===== config.mk =====
export PLATFORM = sky130hd
export DESIGN_NAME = spi_cmd_master
export DESIGN_NICKNAME = d
export VERILOG_FILES = /design/src/rtl/spi_cmd_master.sv
export SDC_FILE = /design/constraint.sdc
export NUM_CORES = 1
export LEC_CHECK = 0
export CAP_MARGIN = 20
export CORE_MARGIN = 3
export CORE_UTILIZATION = 29
export CTS_BUF_LIST = sky130_fd_sc_hd__clkbuf_8
export DETAILED_ROUTE_END_ITERATION = 8
export SYNTH_ARGS = -nofsm -noshare
export SYNTH_HDL_FRONTEND = slang
export SYNTH_SLANG_ARGS = --single-unit

===== constraint.sdc =====
create_clock -name clk -period 5.7 [get_ports clk]
set_input_delay 0.855 -clock clk [delete_from_list [all_inputs] [get_ports clk]]
set_output_delay 0.855 -clock clk [all_outputs]
set_load 0.005 [all_outputs]

===== src/rtl/spi_cmd_master.sv =====
// spi_cmd_master: host-side SPI command master.
// Serialises one {cmd_type, cmd_data} command per frame (MSB first) and, for
// read-data commands, captures an 8-bit reply from MISO after RD_LAT idle cycles.
// All outputs come straight from flops; next values are derived from the
// next state so each output lines up with the state it belongs to.
// Optional build macro SPI_MASTER_CMD_FIFO_EN places a FIFO_DEPTH-entry command
// FIFO in front of the FSM (default build: commands accepted directly in IDLE).
//
// state   | meaning
// --------+-------------------------------------------------------------
// IDLE    | ss_n high, waiting for a command
// START   | ss_n low, read/write select bit (cmd_type[1]) on MOSI
// SHIFT   | 10 frame bits on MOSI, bit 9 down to 0
// WAIT    | RD_LAT turnaround cycles before the reply (read-data only)
// CAPTURE | 8 MISO samples shifted in MSB first (read-data only)
// STOP    | ss_n high for one cycle, read reply published
module spi_cmd_master #(
  parameter int RD_LAT     = 2,
  parameter int FIFO_DEPTH = 4
) (
  input  logic       clk,
  input  logic       rst,
  input  logic       cmd_valid,
  output logic       cmd_ready,
  input  logic [1:0] cmd_type,
  input  logic [7:0] cmd_data,
  output logic       rsp_valid,
  output logic [7:0] rsp_data,
  output logic       busy,
  output logic       MOSI,
  output logic       ss_n,
  input  logic       MISO
);

  typedef enum logic [2:0] {
    S_IDLE,
    S_START,
    S_SHIFT,
    S_WAIT,
    S_CAPTURE,
    S_STOP
  } state_t;

  // Counter reload for WAIT; unused when RD_LAT is 0 (WAIT is skipped).
  localparam logic [3:0] WAIT_LOAD = (RD_LAT == 0) ? 4'd0 : 4'(RD_LAT - 1);

  state_t     state_q, state_d;
  logic [3:0] bit_cnt_q, bit_cnt_d;
  logic [9:0] frame_q, frame_d;
  logic [7:0] cap_q, cap_d;
  logic [7:0] rsp_data_q, rsp_data_d;
  logic       rsp_valid_q, rsp_valid_d;
  logic       ss_n_q, ss_n_d;
  logic       mosi_q, mosi_d;
  logic       busy_q, busy_d;
  logic       ready_q, ready_d;

  // Command source seen by the FSM in IDLE.
  logic       take;
  logic [9:0] take_frame;

`ifdef SPI_MASTER_CMD_FIFO_EN
  localparam int AW = (FIFO_DEPTH > 1) ? $clog2(FIFO_DEPTH) : 1;
  localparam logic [AW:0] FIFO_FULL = (AW + 1)'(FIFO_DEPTH);

  logic [9:0]    fifo_mem_q [FIFO_DEPTH];
  logic [AW-1:0] wr_ptr_q, rd_ptr_q;
  logic [AW:0]   fcnt_q, fcnt_d;
  logic          push, pop;

  // A push is refused whenever the registered ready is low, including a
  // simultaneous pop on a full FIFO. Pops only see entries already stored.
  assign push       = cmd_valid && ready_q;
  assign pop        = (state_q == S_IDLE) && (fcnt_q != '0);
  assign take       = pop;
  assign take_frame = fifo_mem_q[rd_ptr_q];

  // FIFO occupancy after this cycle's push/pop.
  always_comb begin
    fcnt_d = fcnt_q;
    case ({push, pop})
      2'b10:   fcnt_d = fcnt_q + 1'b1;
      2'b01:   fcnt_d = fcnt_q - 1'b1;
      default: fcnt_d = fcnt_q;
    endcase
  end

  // FIFO storage; contents are don't-care until written.
  always_ff @(posedge clk) begin
    if (push) fifo_mem_q[wr_ptr_q] <= {cmd_type, cmd_data};
  end

  // FIFO pointers and count, flushed by reset.
  always_ff @(posedge clk) begin
    if (rst) begin
      wr_ptr_q <= '0;
      rd_ptr_q <= '0;
      fcnt_q   <= '0;
    end else begin
      if (push) wr_ptr_q <= wr_ptr_q + 1'b1;
      if (pop)  rd_ptr_q <= rd_ptr_q + 1'b1;
      fcnt_q <= fcnt_d;
    end
  end

  assign ready_d = (fcnt_d != FIFO_FULL);
  assign busy_d  = (state_d != S_IDLE) || (fcnt_d != '0);
`else
  assign take       = cmd_valid && ready_q;
  assign take_frame = {cmd_type, cmd_data};
  assign ready_d    = (state_d == S_IDLE);
  assign busy_d     = (state_d != S_IDLE);
`endif

  // Next-state, counter, capture and registered-output values.
  always_comb begin
    state_d     = state_q;
    bit_cnt_d   = bit_cnt_q;
    frame_d     = frame_q;
    cap_d       = cap_q;
    rsp_data_d  = rsp_data_q;
    rsp_valid_d = 1'b0;

    unique case (state_q)
      S_IDLE: begin
        if (take) begin
          frame_d = take_frame;
          state_d = S_START;
        end
      end
      S_START: begin
        state_d   = S_SHIFT;
        bit_cnt_d = 4'd9;
      end
      S_SHIFT: begin
        if (bit_cnt_q == 4'd0) begin
          if (frame_q[9:8] == 2'b11) begin
            if (RD_LAT == 0) begin
              state_d   = S_CAPTURE;
              bit_cnt_d = 4'd7;
            end else begin
              state_d   = S_WAIT;
              bit_cnt_d = WAIT_LOAD;
            end
          end else begin
            state_d = S_STOP;
          end
        end else begin
          bit_cnt_d = bit_cnt_q - 1'b1;
        end
      end
      S_WAIT: begin
        if (bit_cnt_q == 4'd0) begin
          state_d   = S_CAPTURE;
          bit_cnt_d = 4'd7;
        end else begin
          bit_cnt_d = bit_cnt_q - 1'b1;
        end
      end
      S_CAPTURE: begin
        cap_d = {cap_q[6:0], MISO};
        if (bit_cnt_q == 4'd0) begin
          state_d     = S_STOP;
          rsp_valid_d = 1'b1;
          rsp_data_d  = cap_d;
        end else begin
          bit_cnt_d = bit_cnt_q - 1'b1;
        end
      end
      S_STOP: begin
        state_d = S_IDLE;
      end
      default: begin
        state_d = S_IDLE;
      end
    endcase

    ss_n_d = (state_d == S_IDLE) || (state_d == S_STOP);
    mosi_d = 1'b0;
    if (state_d == S_START)      mosi_d = frame_d[9];
    else if (state_d == S_SHIFT) mosi_d = frame_d[bit_cnt_d];
  end

  // State and output registers; reset wins over a same-cycle accept.
  always_ff @(posedge clk) begin
    if (rst) begin
      state_q     <= S_IDLE;
      bit_cnt_q   <= 4'd0;
      frame_q     <= 10'd0;
      cap_q       <= 8'd0;
      rsp_data_q  <= 8'd0;
      rsp_valid_q <= 1'b0;
      ss_n_q      <= 1'b1;
      mosi_q      <= 1'b0;
      busy_q      <= 1'b0;
      ready_q     <= 1'b1;
    end else begin
      state_q     <= state_d;
      bit_cnt_q   <= bit_cnt_d;
      frame_q     <= frame_d;
      cap_q       <= cap_d;
      rsp_data_q  <= rsp_data_d;
      rsp_valid_q <= rsp_valid_d;
      ss_n_q      <= ss_n_d;
      mosi_q      <= mosi_d;
      busy_q      <= busy_d;
      ready_q     <= ready_d;
    end
  end

  assign cmd_ready = ready_q;
  assign rsp_valid = rsp_valid_q;
  assign rsp_data  = rsp_data_q;
  assign busy      = busy_q;
  assign MOSI      = mosi_q;
  assign ss_n      = ss_n_q;

endmodule


==> flow_summary.ini, run 1 <==
[sta]
finClkSkew_ns = 0.00291
fmax_mhz = 295
fin_crit_ns = 3.38
slew_violations = 0
max_slew_margin_pct = 44.3
worst_slack_ns = 2.32
fin_tns_setup_ns = 0
finalSetupViolCount = 0
hold_viol = 0
rsz0062_at_grt = no
tightestPinTransition_ns = 0.835
final.period_utilization_pct = 59.4

[yosys]
synth_edf_count = 0
yosys.area.top_type_share_pct = 42.7
synth.avg_cell_area_um2 = 7.89
synth_cell_types = 47
synth_top_area_cell = dfxtp_1
ys_top_cells_by_area = dfxtp_1, nand2_1, a21oi_1, o21ai_0, nor2_1
synth_nets = 236
netlist_area_um2 = 1740
ys_async_sr_fraction_pct = 0
synth_ff_type = dfxtp_1
synth_cells = 220
yosys_warnings = 0
ys_seq_area_share_pct = 42.7
synth_seq_cells = 37

[critical_path]
startpoint_type = flip-flop
slowest_stage = o22ai_1
critPathRequiredTime_ns = 5.88
endpoint_kind = flip-flop
cp_max_fo = 11
critPathArrivalTime_ns = 3.57
max_stage_delay_ns = 0.63
critPathKind = flip-flop to flip-flop
crit_chain = inv_1 > ha_1 > nor3b_4 > inv_2 > ha_1 > or3_1 > o211a_1 > o22ai_1 > mux2i_1 > nor2_1 > or3_1 > o211ai_2 > o2bb2ai_1

[detailed_routing]
vias = 1562
wire_per_inst_um = 12.1
met3_length_um = 96
dr.pass1.iters = 4
dr_wl_met2_mm = 1.76
met1_length_mm = 1.82
top_layer_used = met4
drc = 0
antenna_left = 0
drt_iter0_drc = 47
finalWirelength_mm = 3.78
vias_per_cell = 5.01

[global_routing]
grtUsageTotal_pct = 11.7
grt_pass1_vias = 1472
grt_pass1_wl_mm = 6.67
grt_antenna_before_repair = 0
grt_max_degree = 36
grt_remaining_overflow = 0

[clocking]
cts_buffer_depth = 2
clock-sinks = 37
ctsResizeCount = 0
path_clk_slew_ns = 0.07
clock_tree.root_cell = clkbuf_8
clock_latency_ns = 0.29
cts_hold_buf = 0
cts_tree = done
h-tree-depth = 2
post_cts_buffers = 0
cts_made_buffers = 5

[die]
rows = 27
initial_utilization_pct = 30.8
boundaryPins = 27
core_um2 = 5640
die_x_um = 83.4
die-area_um2 = 6950
die_y_um = 83.4

[power]
p_leak_nw = 0.733
power_w = 0.00102
vdd_drop_max_mv = 0.172
cellPowerDensity_nw_per_um2 = 487

[layout]
design_area_um2 = 2100
antennaDiodeCount = 0
n_fill_cell = 569
mostFrequentLayoutCells = nand2_1, dfxtp_1, a21oi_1, clkdlybuf4s50_1, nor2_1
drive_gt1_share_pct = 6.67
fin_nets = 257
fin_util_pct = 37.2
syn_to_final_growth_pct = 21.0
mostFrequentLayoutCell = nand2_1

[placed_design]
placed_area_um2 = 2030
dp_hpwl_mm = 2.61
io_buffers = 26
dp_slack_ns = 2.29
gp_congestion = 0.805

[outcome]
status = completed

[flow_run]
cap_viol_max_count = 0

[min_path]
hold_class = flip-flop to flip-flop
worst max-delay path, delay by kind of cell (launching register included):
kind                       cells  cell delay [ns]
and+or+nand+nor                4             1.03
AOI/OAI and AO/OA              4             0.90
adders and majority gates      2             0.51
DFF                            1             0.36
muxes                          1             0.26
buffers and inverters          2             0.23
kinds of logic after synthesis:
kind of cell	synth area share, %
and+or+nand+nor	23.1
adders and majority gates	1.44
buffers and inverters	5.62
DFF	42.7
AOI/OAI and AO/OA	23.9
xor gates and xnor gates	1.01
muxes	2.31
sequential cells by signal (all words and copies together) (netlist names):
name	flops
state_q	3
busy	1
cmd_ready	1
cap_q	7
bit_cnt_q	4
MOSI	1
frame_q	10
rsp_data	8
ss_n	1
rsp_valid	1
layer usage:
| layer | up-vias | global-route usage, % |
|---|---|---|
| li1 | 801 | - |
| met1 | 729 | 14.3 |
| met2 | 24 | 19.0 |
| met3 | 8 | 2.38 |
| met4 | 0 | 6.98 |
| met5 | - | 0 |
worst paths after layout:
path / startpoint / end / slack (ns) / cells after the start
worst max-delay path: bit_cnt_q[0] / MOSI / 2.32 / 13
worst min-delay path: rsp_data[2] / rsp_data[2] / 0.45 / 2
worst max register to register: bit_cnt_q[0] / MOSI / 2.32 / 13
worst min register to register: rsp_data[2] / rsp_data[2] / 0.45 / 2
through the flow:
step                      hold slack (ns)  instances
after floorplan                     0.432        220
after global placement              0.445        306
after detailed placement            0.448        306
after CTS                           0.458        312
after global routing                0.486        312
final                               0.453        312
cell usage after synthesis (2+ instances only):
library cell / number
nand2_1: 57
dfxtp_1: 37
a21oi_1: 34
nor2_1: 11
o21ai_0: 9
clkbuf_1: 6
inv_1: 6
mux2i_1: 4
a21o_1: 3
a311oi_1: 3
buf_2: 3
nand3_1: 3
nor2b_1: 3
nor3_1: 3
a21boi_1: 2
buf_4: 2
ha_1: 2
inv_2: 2
or3_1: 2
final cells by class:
class,count,area (µm²),area share [%]
Clock buffer,5,68.8,3.28
Clock inverter,1,5.00,0.238
Tap cell,72,90.1,4.29
Sequential cell,37,741,35.3
Multi-Input combinational cell,162,898,42.8
Inverter,8,30.0,1.43
Timing Repair Buffer,27,268,12.7
power by group:
part	internal (W)	switching, W
registers	0.000308	0.0000660
logic	0.000207	0.000277
clock network	0.0000803	0.0000856
No activity file was read; power rests on OpenSTA's default activity.
==> run 2, diff against run 1 <==
==> constraint.sdc (replaced) <==
create_clock -name clk -period 3.2 [get_ports clk]
set_input_delay 0.48 -clock clk [delete_from_list [all_inputs] [get_ports clk]]
set_output_delay 0.48 -clock clk [all_outputs]
set_load 0.005 [all_outputs]
==> flow_summary.ini, run 2 (synthesized netlist as in run 1, its figures left out) <==
[outcome]
status = completed

[critical_path]
critPathArrivalTime_ns = 3.06
slowest_stage = dfxtp_1
max_stage_delay_ns = 0.36
critPathRequiredTime_ns = 3.39
critical-path-top-delay-family = simple AND/OR/NAND/NOR gates
startpoint_type = flip-flop
endpoint_kind = flip-flop
crit_buf_inv = 3
critPathKind = flip-flop to flip-flop
cp_max_fo = 11
crit_chain = inv_1 > ha_1 > nor3b_4 > inv_2 > ha_1 > or3_1 > o211a_1 > o22ai_1 > buf_4 > mux2i_1 > nor2_1 > or3_1 > o211ai_2 > o2bb2ai_1

[placed_design]
dp.cells = 309
dp_hpwl_mm = 2.68
gp_congestion = 0.783
io_buffers = 26

[global_routing]
grt_max_degree = 35
grt_remaining_overflow = 0
grt_pass1_wl_mm = 6.79
grt_pass1_vias = 1506
met3_usage_pct = 2.38
grtUsageMet2_pct = 19.6
top_usage_layer = met2
grtUsageTotal_pct = 11.6
met1_usage_pct = 14.4
grt_antenna_before_repair = 0

[detailed_routing]
vias = 1555
dr.pass1.iters = 4
vias_per_cell = 4.89
wire_per_inst_um = 12.2
antenna_left = 0
finalWirelength_mm = 3.88
drc = 0
drt_iter0_drc = 59

[sta]
hold_viol = 0
tightestPinTransition_ns = 0.622
max_slew_margin_pct = 58.4
final.period_utilization_pct = 89.9
fmax_mhz = 348
fin_crit_ns = 2.88
fin_tns_setup_ns = 0
finalSetupViolCount = 0
rsz0062_at_grt = no
finClkSkew_ns = 0.00714
hold_ws_ns = 0.454
slew_violations = 0

[layout]
syn_to_final_growth_pct = 23.4
largest_register_ffs = 10
mostFrequentLayoutCells = nand2_1, dfxtp_1, a21oi_1, clkdlybuf4s50_1, nor2_1
fin_util_pct = 38.0
antennaDiodeCount = 0
fin_cells = 318
top_register = frame_q
fin_nets = 261
drive_gt1_share_pct = 8.94
mostFrequentLayoutCell = nand2_1
n_fill_cell = 582

[clocking]
clock-sinks = 37
clock_tree.root_cell = clkbuf_8
h-tree-depth = 2
clock_latency_ns = 0.29
cts_tree = done
cts_made_buffers = 5
path_clk_slew_ns = 0.08
cts_buffer_depth = 2
cts_hold_buf = 0

[die]
die_x_um = 83.4
core_um2 = 5640
die-area_um2 = 6950
boundaryPins = 27
initial_utilization_pct = 30.8
die_y_um = 83.4
rows = 27

[power]
p_leak_nw = 0.755
cellPowerDensity_nw_per_um2 = 890
power_w = 0.00191
vdd_drop_max_mv = 0.487

[flow_run]
cap_viol_max_count = 0

[min_path]
hold_class = flip-flop to flip-flop
run 2: changes by cell type in the layout (fill, tap and decap cells not counted), sizes merged:
cell,before,now
clkinvlp,0,1
buf,1,5
clkinv,1,2
run 2: final timing paths:
| check | start | endpoint | slack, ns | cells after the start |
|---|---|---|---|---|
| setup reg to reg | bit_cnt_q[0] | MOSI | 0.32 | 14 |
| hold / removal | frame_q[3] | frame_q[3] | 0.45 | 2 |
| hold reg to reg | frame_q[3] | frame_q[3] | 0.45 | 2 |
| setup / recovery | bit_cnt_q[0] | MOSI | 0.32 | 14 |
run 2: layout make-up:
| cell class | instances | area, µm² | area share, % |
|---|---|---|---|
| inverters | 8 | 30.0 | 1.40 |
| multi-input cells | 162 | 898 | 41.9 |
| clock inverters | 3 | 17.5 | 0.817 |
| flip-flops and latches | 37 | 741 | 34.6 |
| repair buffers | 31 | 298 | 13.9 |
| well taps | 72 | 90.1 | 4.20 |
| clock buffers | 5 | 68.8 | 3.21 |
run 2: where the power goes:
part / switching, W / leakage (nW) / total (W) / internal (W)
logic: 0.000513 / 0.410 / 0.000929 / 0.000416
registers: 0.000117 / 0.301 / 0.000664 / 0.000548
clock network: 0.000165 / 0.0439 / 0.000315 / 0.000150
run 2: routing by layer:
| layer | up-vias | share of wire (%) |
|---|---|---|
| met5 | - | 0 |
| met4 | 0 | 1.6 |
| met3 | 5 | 3.0 |
| met2 | 30 | 47 |
| met1 | 712 | 48 |
| li1 | 808 | - |
run 2: worst reg2reg max path: stages (launching register included):
cell and delay (ns):
dfxtp_1 0.36, inv_1 0.11, ha_1 0.23, nor3b_4 0.27
inv_2 0.11, ha_1 0.28, or3_1 0.30, o211a_1 0.13
o22ai_1 0.10, buf_4 0.19, mux2i_1 0.19, nor2_1 0.04
or3_1 0.33, o211ai_2 0.06, o2bb2ai_1 0.08
run 2: what timing repair did:
action / in CTS / in global routing
buffers inserted: 0 / 1
endpoints found under the setup margin: 0 / 1
resized for setup: 0 / 0
run 2: through the flow:
stage / cell area, µm² / setup slack, ns
floorplan: 1740 / 0.425
global placement: 2050 / 0.288
detailed placement: 2050 / 0.223
CTS: 2140 / 0.211
global route: 2140 / 0.0954
finish: 2140 / 0.323
